--- src/rtl/axi4_mon_pkg.sv ---
// Shared definitions for the AXI4 protocol monitor.
// Holds the error-flag bit indices, the error vector width and the FIFO
// entry types. Entry fields are sized for the widest supported
// configuration (ID up to 16 bits, LEN up to 8 bits); narrower IDs and
// lengths are zero-extended into them, so comparisons stay exact.
package axi4_mon_pkg;

   localparam int ERR_W                = 10;
   localparam int ERR_R_NO_OS          = 0;
   localparam int ERR_R_ID             = 1;
   localparam int ERR_AR_OVF           = 2;
   localparam int ERR_R_LAST           = 3;
   localparam int ERR_B_NO_OS          = 4;
   localparam int ERR_B_ID             = 5;
   localparam int ERR_AW_OVF           = 6;
   localparam int ERR_W_ORDER          = 7;
   localparam int ERR_VALID_DROP       = 8;
   localparam int ERR_PAYLOAD_UNSTABLE = 9;

   localparam int ID_MAX_W  = 16;
   localparam int LEN_MAX_W = 8;

   typedef logic [ID_MAX_W-1:0]  id_t;
   typedef logic [LEN_MAX_W-1:0] len_t;

   typedef struct packed {
      id_t  id;
      len_t len;
   } rd_entry_t;

   typedef struct packed {
      id_t  id;
      len_t len;
   } wr_entry_t;

endpackage

--- src/rtl/axi_interface.sv ---
// AXI4 signal bundle observed by the protocol monitor.
// Only the address, ID, length, last and handshake signals plus the
// AR/AW address and W data payloads are carried.
// Modport formal: every signal is an input (pure observer).
interface axi_interface #(
   parameter int ID_W   = 6,
   parameter int LEN_W  = 8,
   parameter int ADDR_W = 32,
   parameter int DATA_W = 32
);
   logic              arvalid, arready;
   logic [ID_W-1:0]   arid;
   logic [LEN_W-1:0]  arlen;
   logic [ADDR_W-1:0] araddr;
   logic              rvalid, rready, rlast;
   logic [ID_W-1:0]   rid;
   logic              awvalid, awready;
   logic [ID_W-1:0]   awid;
   logic [LEN_W-1:0]  awlen;
   logic [ADDR_W-1:0] awaddr;
   logic              wvalid, wready, wlast;
   logic [DATA_W-1:0] wdata;
   logic              bvalid, bready;
   logic [ID_W-1:0]   bid;

   modport formal (
      input arvalid, arready, arid, arlen, araddr,
      input rvalid, rready, rlast, rid,
      input awvalid, awready, awid, awlen, awaddr,
      input wvalid, wready, wlast, wdata,
      input bvalid, bready, bid
   );
endinterface

--- src/rtl/axi4_mon_fifo.sv ---
// Small synchronous FIFO used for the monitor's in-order tracking queues.
// Ports:
//   clk, rst  - clock, synchronous active-high reset (empties the FIFO)
//   push, din - write request and entry; dropped when full unless a pop
//               happens in the same cycle
//   pop       - read request; ignored when empty
//   head      - entry at the read pointer (valid when !empty)
//   count, full, empty - occupancy status
module axi4_mon_fifo #(
   parameter int  DEPTH = 4,
   parameter type T     = logic,
   localparam int CW    = $clog2(DEPTH + 1)
) (
   input  logic          clk,
   input  logic          rst,
   input  logic          push,
   input  logic          pop,
   input  T              din,
   output T              head,
   output logic [CW-1:0] count,
   output logic          full,
   output logic          empty
);
   localparam int PW = (DEPTH > 1) ? $clog2(DEPTH) : 1;

   T              mem [DEPTH];
   logic [PW-1:0] rd_ptr, wr_ptr;
   logic          do_push, do_pop;

   function automatic logic [PW-1:0] ptr_inc(input logic [PW-1:0] p);
      return (p == PW'(DEPTH - 1)) ? '0 : p + PW'(1);
   endfunction

   assign full    = (count == CW'(DEPTH));
   assign empty   = (count == '0);
   assign do_pop  = pop & ~empty;
   // A pop frees the slot the push needs, so push-at-full is legal then.
   assign do_push = push & (~full | do_pop);
   assign head    = mem[rd_ptr];

   always_ff @(posedge clk) begin
      if (do_push) mem[wr_ptr] <= din;
   end

   always_ff @(posedge clk) begin
      if (rst) begin
         rd_ptr <= '0;
         wr_ptr <= '0;
         count  <= '0;
      end else begin
         if (do_push) wr_ptr <= ptr_inc(wr_ptr);
         if (do_pop)  rd_ptr <= ptr_inc(rd_ptr);
         case ({do_push, do_pop})
            2'b10:   count <= count + CW'(1);
            2'b01:   count <= count - CW'(1);
            default: count <= count;
         endcase
      end
   end
endmodule

--- src/rtl/axi4_protocol_monitor.sv ---
// AXI4 master-port protocol monitor with in-order tracking of up to
// MAX_OS outstanding reads and writes. Violations latch sticky flags.
// Optional macro AXI4_MON_STABILITY_EN adds VALID-drop and payload
// stability checks (err[8], err[9]) with matching concurrent assertions;
// without it those bits are tied low.
// Ports:
//   clk, rst  - clock, synchronous active-high reset
//   axi_if    - observed AXI4 bus (formal modport, nothing driven)
//   err       - sticky error flags, indices in axi4_mon_pkg
//   rd_os     - outstanding reads (AR accepted, RLAST not yet accepted)
//   wr_os     - outstanding writes (AW accepted, B not yet accepted)
//   wbeat_cnt - W beats accepted in the current write burst
// ID_W must not exceed 16 and LEN_W must not exceed 8.
module axi4_protocol_monitor
   import axi4_mon_pkg::*;
#(
   parameter int MAX_OS = 4,
   parameter int ID_W   = 6,
   parameter int LEN_W  = 8,
   localparam int OSW   = $clog2(MAX_OS + 1)
) (
   input  logic              clk,
   input  logic              rst,
   axi_interface.formal      axi_if,
   output logic [ERR_W-1:0]  err,
   output logic [OSW-1:0]    rd_os,
   output logic [OSW-1:0]    wr_os,
   output logic [LEN_W-1:0]  wbeat_cnt
);
   logic ar_acc, r_acc, aw_acc, w_acc, b_acc;
   assign ar_acc = axi_if.arvalid & axi_if.arready;
   assign r_acc  = axi_if.rvalid  & axi_if.rready;
   assign aw_acc = axi_if.awvalid & axi_if.awready;
   assign w_acc  = axi_if.wvalid  & axi_if.wready;
   assign b_acc  = axi_if.bvalid  & axi_if.bready;

   // ---------------- read path ----------------
   rd_entry_t        ar_din, ar_head;
   logic [OSW-1:0]   ar_count;
   logic             ar_full, ar_empty, ar_push, ar_pop, ar_ovf;
   logic [LEN_W-1:0] rbeat;

   assign ar_din = '{id: id_t'(axi_if.arid), len: len_t'(axi_if.arlen)};
   assign ar_pop = r_acc & axi_if.rlast & ~ar_empty;
   assign ar_ovf = ar_acc & ar_full & ~ar_pop;
   assign ar_push = ar_acc & ~ar_ovf;
   assign rd_os  = ar_count;

   axi4_mon_fifo #(.DEPTH(MAX_OS), .T(rd_entry_t)) ar_fifo (
      .clk(clk), .rst(rst), .push(ar_push), .pop(ar_pop), .din(ar_din),
      .head(ar_head), .count(ar_count), .full(ar_full), .empty(ar_empty)
   );

   always_ff @(posedge clk) begin
      if (rst)                    rbeat <= '0;
      else if (r_acc & ~ar_empty) rbeat <= axi_if.rlast ? '0 : rbeat + LEN_W'(1);
   end

   // ---------------- write path ----------------
   wr_entry_t        aw_din, aw_head;
   id_t              b_din, b_head;
   logic [OSW-1:0]   aw_count, b_count;
   logic             aw_full, aw_empty, b_full, b_empty;
   logic             aw_push, aw_pop, b_push, b_pop, aw_ovf, wr_full;
   logic             bypass, w_ok, w_done;
   len_t             w_len;

   assign aw_din  = '{id: id_t'(axi_if.awid), len: len_t'(axi_if.awlen)};
   assign wr_os   = aw_count + b_count;
   assign wr_full = (wr_os == OSW'(MAX_OS));
   assign b_pop   = b_acc & ~b_empty;
   assign aw_ovf  = aw_acc & wr_full & ~b_acc;
   // A W beat may ride on a same-cycle AW when nothing else is waiting.
   assign bypass  = aw_acc & aw_empty & ~aw_ovf;
   assign w_ok    = w_acc & (~aw_empty | bypass);
   assign w_done  = w_ok & axi_if.wlast;
   assign w_len   = aw_empty ? aw_din.len : aw_head.len;
   // A single-beat bypassed burst goes straight to b_fifo.
   assign aw_push = aw_acc & ~aw_ovf & ~(bypass & w_done);
   assign aw_pop  = w_done & ~aw_empty;
   assign b_push  = w_done;
   assign b_din   = aw_empty ? aw_din.id : aw_head.id;

   axi4_mon_fifo #(.DEPTH(MAX_OS), .T(wr_entry_t)) aw_fifo (
      .clk(clk), .rst(rst), .push(aw_push), .pop(aw_pop), .din(aw_din),
      .head(aw_head), .count(aw_count), .full(aw_full), .empty(aw_empty)
   );

   axi4_mon_fifo #(.DEPTH(MAX_OS), .T(id_t)) b_fifo (
      .clk(clk), .rst(rst), .push(b_push), .pop(b_pop), .din(b_din),
      .head(b_head), .count(b_count), .full(b_full), .empty(b_empty)
   );

   always_ff @(posedge clk) begin
      if (rst)       wbeat_cnt <= '0;
      else if (w_ok) wbeat_cnt <= axi_if.wlast ? '0 : wbeat_cnt + LEN_W'(1);
   end

   // ---------------- optional stability checks ----------------
`ifdef AXI4_MON_STABILITY_EN
   localparam int AR_PL_W = $bits(axi_if.arid) + $bits(axi_if.arlen) + $bits(axi_if.araddr);
   localparam int AW_PL_W = $bits(axi_if.awid) + $bits(axi_if.awlen) + $bits(axi_if.awaddr);
   localparam int W_PL_W  = $bits(axi_if.wdata) + 1;

   logic               ar_hold, aw_hold, w_hold;
   logic [AR_PL_W-1:0] ar_pl, ar_pl_q;
   logic [AW_PL_W-1:0] aw_pl, aw_pl_q;
   logic [W_PL_W-1:0]  w_pl, w_pl_q;
   logic               stab_drop, stab_change;

   assign ar_pl = {axi_if.arid, axi_if.arlen, axi_if.araddr};
   assign aw_pl = {axi_if.awid, axi_if.awlen, axi_if.awaddr};
   assign w_pl  = {axi_if.wdata, axi_if.wlast};

   always_ff @(posedge clk) begin
      if (rst) begin
         ar_hold <= 1'b0;
         aw_hold <= 1'b0;
         w_hold  <= 1'b0;
      end else begin
         ar_hold <= axi_if.arvalid & ~axi_if.arready;
         aw_hold <= axi_if.awvalid & ~axi_if.awready;
         w_hold  <= axi_if.wvalid  & ~axi_if.wready;
      end
      ar_pl_q <= ar_pl;
      aw_pl_q <= aw_pl;
      w_pl_q  <= w_pl;
   end

   assign stab_drop   = (ar_hold & ~axi_if.arvalid) | (aw_hold & ~axi_if.awvalid) |
                        (w_hold & ~axi_if.wvalid);
   assign stab_change = (ar_hold & axi_if.arvalid & (ar_pl != ar_pl_q)) |
                        (aw_hold & axi_if.awvalid & (aw_pl != aw_pl_q)) |
                        (w_hold  & axi_if.wvalid  & (w_pl  != w_pl_q));

   a_valid_stable:   assert property (@(posedge clk) disable iff (rst) !stab_drop);
   a_payload_stable: assert property (@(posedge clk) disable iff (rst) !stab_change);
`endif

   // ---------------- error flags ----------------
   logic [ERR_W-1:0] err_set;

   always_comb begin
      err_set = '0;
      err_set[ERR_R_NO_OS] = r_acc & ar_empty;
      err_set[ERR_R_ID]    = r_acc & ~ar_empty & (id_t'(axi_if.rid) != ar_head.id);
      err_set[ERR_AR_OVF]  = ar_ovf;
      err_set[ERR_R_LAST]  = r_acc & ~ar_empty &
                             (axi_if.rlast != (len_t'(rbeat) == ar_head.len));
      err_set[ERR_B_NO_OS] = b_acc & b_empty;
      err_set[ERR_B_ID]    = b_acc & ~b_empty & (id_t'(axi_if.bid) != b_head);
      err_set[ERR_AW_OVF]  = aw_ovf;
      err_set[ERR_W_ORDER] = w_acc & ((aw_empty & ~bypass) |
                             (axi_if.wlast != (len_t'(wbeat_cnt) == w_len)));
`ifdef AXI4_MON_STABILITY_EN
      err_set[ERR_VALID_DROP]       = stab_drop;
      err_set[ERR_PAYLOAD_UNSTABLE] = stab_change;
`endif
   end

   always_ff @(posedge clk) begin
      if (rst) err <= '0;
      else     err <= err | err_set;
   end
endmodule

--- src/flat_wrapper.sv ---
// flat-port wrapper written by rule: the top's interface ports become plain ports
module axi4_protocol_monitor_flat import axi4_mon_pkg::*;
#(
   parameter int MAX_OS = 4,
   parameter int ID_W   = 6,
   parameter int LEN_W  = 8,
   localparam int OSW   = $clog2(MAX_OS + 1)
)
  (clk, rst, err, rd_os, wr_os, wbeat_cnt, axi_if_arvalid, axi_if_arready, axi_if_arid, axi_if_arlen, axi_if_araddr, axi_if_rvalid, axi_if_rready, axi_if_rlast, axi_if_rid, axi_if_awvalid, axi_if_awready, axi_if_awid, axi_if_awlen, axi_if_awaddr, axi_if_wvalid, axi_if_wready, axi_if_wlast, axi_if_wdata, axi_if_bvalid, axi_if_bready, axi_if_bid);
  axi_interface #(.ID_W(ID_W), .LEN_W(LEN_W), .ADDR_W(32), .DATA_W(32)) axi_if_i ();
  input  logic clk;
  input  logic rst;
  output logic [ERR_W-1:0] err;
  output logic [OSW-1:0] rd_os;
  output logic [OSW-1:0] wr_os;
  output logic [LEN_W-1:0] wbeat_cnt;
  input wire logic [$bits(axi_if_i.arvalid)-1:0] axi_if_arvalid;
  input wire logic [$bits(axi_if_i.arready)-1:0] axi_if_arready;
  input wire logic [$bits(axi_if_i.arid)-1:0] axi_if_arid;
  input wire logic [$bits(axi_if_i.arlen)-1:0] axi_if_arlen;
  input wire logic [$bits(axi_if_i.araddr)-1:0] axi_if_araddr;
  input wire logic [$bits(axi_if_i.rvalid)-1:0] axi_if_rvalid;
  input wire logic [$bits(axi_if_i.rready)-1:0] axi_if_rready;
  input wire logic [$bits(axi_if_i.rlast)-1:0] axi_if_rlast;
  input wire logic [$bits(axi_if_i.rid)-1:0] axi_if_rid;
  input wire logic [$bits(axi_if_i.awvalid)-1:0] axi_if_awvalid;
  input wire logic [$bits(axi_if_i.awready)-1:0] axi_if_awready;
  input wire logic [$bits(axi_if_i.awid)-1:0] axi_if_awid;
  input wire logic [$bits(axi_if_i.awlen)-1:0] axi_if_awlen;
  input wire logic [$bits(axi_if_i.awaddr)-1:0] axi_if_awaddr;
  input wire logic [$bits(axi_if_i.wvalid)-1:0] axi_if_wvalid;
  input wire logic [$bits(axi_if_i.wready)-1:0] axi_if_wready;
  input wire logic [$bits(axi_if_i.wlast)-1:0] axi_if_wlast;
  input wire logic [$bits(axi_if_i.wdata)-1:0] axi_if_wdata;
  input wire logic [$bits(axi_if_i.bvalid)-1:0] axi_if_bvalid;
  input wire logic [$bits(axi_if_i.bready)-1:0] axi_if_bready;
  input wire logic [$bits(axi_if_i.bid)-1:0] axi_if_bid;
  assign axi_if_i.arvalid = axi_if_arvalid;
  assign axi_if_i.arready = axi_if_arready;
  assign axi_if_i.arid = axi_if_arid;
  assign axi_if_i.arlen = axi_if_arlen;
  assign axi_if_i.araddr = axi_if_araddr;
  assign axi_if_i.rvalid = axi_if_rvalid;
  assign axi_if_i.rready = axi_if_rready;
  assign axi_if_i.rlast = axi_if_rlast;
  assign axi_if_i.rid = axi_if_rid;
  assign axi_if_i.awvalid = axi_if_awvalid;
  assign axi_if_i.awready = axi_if_awready;
  assign axi_if_i.awid = axi_if_awid;
  assign axi_if_i.awlen = axi_if_awlen;
  assign axi_if_i.awaddr = axi_if_awaddr;
  assign axi_if_i.wvalid = axi_if_wvalid;
  assign axi_if_i.wready = axi_if_wready;
  assign axi_if_i.wlast = axi_if_wlast;
  assign axi_if_i.wdata = axi_if_wdata;
  assign axi_if_i.bvalid = axi_if_bvalid;
  assign axi_if_i.bready = axi_if_bready;
  assign axi_if_i.bid = axi_if_bid;
  axi4_protocol_monitor #(.MAX_OS(MAX_OS), .ID_W(ID_W), .LEN_W(LEN_W)) u_core (.clk(clk), .rst(rst), .axi_if(axi_if_i), .err(err), .rd_os(rd_os), .wr_os(wr_os), .wbeat_cnt(wbeat_cnt));
endmodule
--- config.mk ---
export PLATFORM = sky130hd
export DESIGN_NAME = axi4_protocol_monitor_flat
export DESIGN_NICKNAME = d
export VERILOG_FILES = /design/src/rtl/axi4_mon_pkg.sv /design/src/rtl/axi_interface.sv /design/src/rtl/axi4_mon_fifo.sv /design/src/rtl/axi4_protocol_monitor.sv /design/src/flat_wrapper.sv
export SDC_FILE = /design/constraint.sdc
export NUM_CORES = 1
export LEC_CHECK = 0
export ABC_CLOCK_PERIOD_IN_PS = 3460
export CORE_MARGIN = 1.5
export CORE_UTILIZATION = 45
export CTS_CLUSTER_SIZE = 30
export DETAILED_ROUTE_END_ITERATION = 10
export DONT_BUFFER_PORTS = 1
export HOLD_SLACK_MARGIN = 0.1
export SLEW_MARGIN = 20
export SYNTH_ARGS = -nofsm -noshare
export SYNTH_HDL_FRONTEND = slang
export SYNTH_SLANG_ARGS = --single-unit
export TNS_END_PERCENT = 20
--- constraint.sdc ---
create_clock -name clk -period 3.46 [get_ports clk]
set_clock_uncertainty 0.15 [all_clocks]
set_input_delay 0.346 -clock clk [delete_from_list [all_inputs] [get_ports clk]]
set_output_delay 0.346 -clock clk [all_outputs]
set_load 0.01 [all_outputs]
==> results.json <==
{
  "outcome": "finished, final reports clean",
  "cap_violations": 0,
  "cts_tree": "yes",
  "dpl.cell_count": 761,
  "diodes": 0,
  "drive_gt1_share_pct": 15.52,
  "fin_nets": 772,
  "fmax_mhz": 308.1,
  "worst_ir_drop_vdd_mv": 0.3314,
  "syn_area_per_cell_sq_um": 14.82,
  "synth_edf_count": 136,
  "crit_fanout": 4,
  "top_layer_used": "met4",
  "worst-path-buf-inv": 0,
  "fillers": 1392,
  "stdcell_count": 837,
  "final_core_util_pct": 53.82,
  "synth_flop_cell": "edfxtp_1",
  "seqPwrFrac_pct": 51.1,
  "synthToLayoutAreaGrowth_pct": 16.69,
  "startpoint_type": "flip-flop",
  "yosys.area.top_type": "edfxtp_1",
  "power_frac_comb_pct": 7.7,
  "cpMaxStageDelayCell": "fa_1",
  "rsz0062_at_grt": "no",
  "hold_class": "input pin to flip-flop",
  "ant_nets": 0,
  "cts.sinks": 187,
  "crit_type": "flip-flop to flip-flop",
  "drc": 0,
  "fp-row-count": 48,
  "p_clk_share_pct": 41.2,
  "clockRootBuffer": "clkbuf_16",
  "wl_um": 14800,
  "grt_pass1_wl_um": 23350,
  "grt_overflow": 0,
  "synth-seq-area-share_pct": 63.77,
  "slew_viol_final": 0,
  "rr_worst_depth": 10,
  "antenna_found_initial": 0,
  "grt_usage_pct": 17.11,
  "chipHeight_um": 136.4,
  "p_switching_w": 0.001105,
  "rrSetupSlack_ps": 210,
  "crit_path_end_kind": "flip-flop",
  "hpwl_um": 9744,
  "p_int_w": 0.003797,
  "finalSetupViolCount": 0,
  "route.vias.total": 4420,
  "mappedNetlistArea_sq_um": 8005,
  "grt_max_degree": 34,
  "finalHoldViolations": 0,
  "placeableCoreArea_sq_um": 17360,
  "min_period_ps": 3245,
  "met2WireLength_um": 7060,
  "async_flop_share_pct": 0,
  "synthDistinctLibCells": 52,
  "critical_path.top_delay_family": "adder cells",
  "ys_warn_count": 0,
  "drt_iter0_drc": 251,
  "rr_startpoint": "u_core.b_fifo.count[0]$_SDFFE_PP0P_",
  "r2r-end": "u_core.b_fifo.count[2]$_SDFFE_PP0P_",
  "cp_cell_sequence": "ha_1 -> fa_1 -> a211oi_4 -> a21o_1 -> a21o_1 -> nand2_1 -> fa_1 -> or3_1 -> a31oi_1 -> a21oi_1",
  "vias_per_cell": 5.281,
  "dr.pass1.iters": 4,
  "hold_start": "rst",
  "portBuffers": 0,
  "cts.clk_slew.worst_paths_ps": 70,
  "critPathArrivalTime_ps": 3410,
  "power.leakage_nw": 3.199,
  "clkLatencyLatePin_ps": 430,
  "whs_endpoint": "u_core.rbeat[0]$_SDFFE_PP0P_",
  "cts_max_level": 4,
  "routedLengthMet1_um": 6845,
  "wire_per_inst_um": 17.69,
  "fin_setup_tns_ps": 0,
  "synth_top_area_share_pct": 51.02,
  "wl_met3_um": 691,
  "clockBufferDepth": 2,
  "slowest_delay_ps": 550,
  "die_area_sq_um": 18600,
  "worst_pin_slew_ps": 796.6,
  "relSlewSlack_pct": 46.82,
  "cellPowerDensity_nw_per_um2": 524.8,
  "grt_pass1_vias": 4546,
  "p_sw_share_pct": 22.55,
  "synthCells": 540,
  "ys_ff_latch": 187,
  "gp_congestion": 0.7556,
  "holdPathStages": 2,
  "period_share_pct": 93.80,
  "die_w_um": 136.4,
  "io_pins": 174,
  "required_ps": 3620,
  "numCtsBuffers": 17,
  "start_util_pct": 46.12,
  "ys_top_cells_by_area": "edfxtp_1 51%, dfxtp_1 13%, mux4_2 9.6%"
}
## cell usage in the layout (no fill, tap or decap), types with 3 or more instances in the layout
| master | instances |
|---|---|
| edfxtp_1 | 136 |
| nor2_1 | 56 |
| dfxtp_1 | 51 |
| dlygate4sd3_1 | 42 |
| nand2_1 | 34 |
| mux4_2 | 34 |
| xor2_1 | 30 |
| xnor2_1 | 27 |
| ha_1 | 19 |
| clkbuf_16 | 17 |
| buf_4 | 17 |
| a21oi_1 | 15 |
| inv_1 | 14 |
| and2_1 | 13 |
| nand4_1 | 13 |
| nand3_1 | 8 |
| mux2i_1 | 7 |
| nor3_1 | 6 |
| or3_1 | 4 |
| a31oi_1 | 4 |
| and3_1 | 4 |
| o21ai_0 | 4 |
| fa_1 | 4 |
| a21o_1 | 3 |
| nand2b_1 | 3 |
| nor4_1 | 3 |
| inv_8 | 3 |
| inv_6 | 3 |
| bufinv_16 | 3 |
## synth_stat cells (6+ instances only)
library cell / instances
dfxtp_1: 51
and2_1: 13
nor2_1: 56
inv_1: 14
clkbuf_1: 11
edfxtp_1: 136
a21oi_1: 15
nor3_1: 6
nand2_1: 34
ha_1: 19
xnor2_1: 27
mux2i_1: 7
xor2_1: 30
mux4_2: 34
nand4_1: 13
nand3_1: 8
## cell type report
cell class	instances	area (sq um)	share of cell area [%]
Sequential cell	187	5105	54.65
Multi-Input combinational cell	319	2721	29.13
Timing Repair Buffer	60	568.0	6.081
Clock buffer	18	429.2	4.594
Tap cell	225	281.5	3.014
Clock inverter	14	183.9	1.969
Inverter	14	52.55	0.5626
## power groups by stage
stage,logic [W],clock network [W],registers [W]
floorplan,0.000256,0,0.00254
global placement,0.000304,0,0.00255
detailed placement,0.000317,0,0.00256
CTS,0.000380,0.00207,0.00251
global route,0.000421,0.00216,0.00251
finish,0.000376,0.00202,0.00251
## worst max path at each step
stage / from / endpoint / slack (ps) / depth (start not counted)
2_1_floorplan: u_core.b_fifo.count[0]$_SDFFE_PP0P_ / u_core.b_fifo.count[2]$_SDFFE_PP0P_ / 250 / 10
3_3_place_gp: u_core.b_fifo.count[0]$_SDFFE_PP0P_ / u_core.b_fifo.count[2]$_SDFFE_PP0P_ / 160 / 10
5_1_grt: u_core.b_fifo.count[0]$_SDFFE_PP0P_ / u_core.b_fifo.count[2]$_SDFFE_PP0P_ / 50 / 10
3_5_place_dp: u_core.b_fifo.count[0]$_SDFFE_PP0P_ / u_core.b_fifo.count[2]$_SDFFE_PP0P_ / 90 / 10
4_1_cts: u_core.b_fifo.count[0]$_SDFFE_PP0P_ / u_core.b_fifo.count[2]$_SDFFE_PP0P_ / 60 / 10
6_report: u_core.b_fifo.count[0]$_SDFFE_PP0P_ / u_core.b_fifo.count[2]$_SDFFE_PP0P_ / 210 / 10
## state kept, by name, summed over array words and instances, names as in the netlist, named ones only
name,cells
u_core.aw_fifo.wr_ptr,2
u_core.b_fifo.count,3
u_core.rbeat,8
u_core.b_fifo.wr_ptr,2
u_core.b_fifo.mem,24
u_core.ar_fifo.count,3
u_core.aw_fifo.mem,56
u_core.aw_fifo.rd_ptr,2
u_core.b_fifo.rd_ptr,2
u_core.ar_fifo.mem,56
u_core.ar_fifo.rd_ptr,2
u_core.err,8
u_core.aw_fifo.count,3
u_core.ar_fifo.wr_ptr,2
u_core.wbeat_cnt,8
## repair_timing
item / CTS / global route
resized for setup: 0 / 0
buffers inserted: 0 / 1
endpoints found under the hold margin: 172 / 0
endpoints found under the setup margin: 0 / 1
hold buffers: 43 / 0
## logic make-up after synthesis
logic type,after synthesis,synth area share (%)
adders and majority gates,23,3.970
other,1,0.04684
xor gates and xnor gates,58,6.549
AOI/OAI and AO/OA,41,3.704
muxes,41,10.44
and+or+nand+nor,154,9.238
DFF,187,63.77
buffers and inverters,35,2.282
## routing by layer
| layer | vias to the layer above | GRT usage, % |
|---|---|---|
| met5 | - | 0 |
| met4 | 0 | 6.265 |
| met3 | 21 | 4.623 |
| met2 | 101 | 26.68 |
| met1 | 2183 | 23.08 |
| li1 | 2115 | - |
## per-stage QoR
step	total power [W]	setup WS [ps]	hold slack [ps]	cell area, sq um
2_1_floorplan	0.002799	251.0	294.9	8009
3_3_place_gp	0.002857	160.9	267.7	8280
3_5_place_dp	0.002874	89.40	269.2	8280
4_1_cts	0.004959	57.08	110.5	9334
5_1_grt	0.005093	47.79	137.3	9341
6_report	0.004902	214.7	126.3	9341
(Power assumes the default switching activity.)
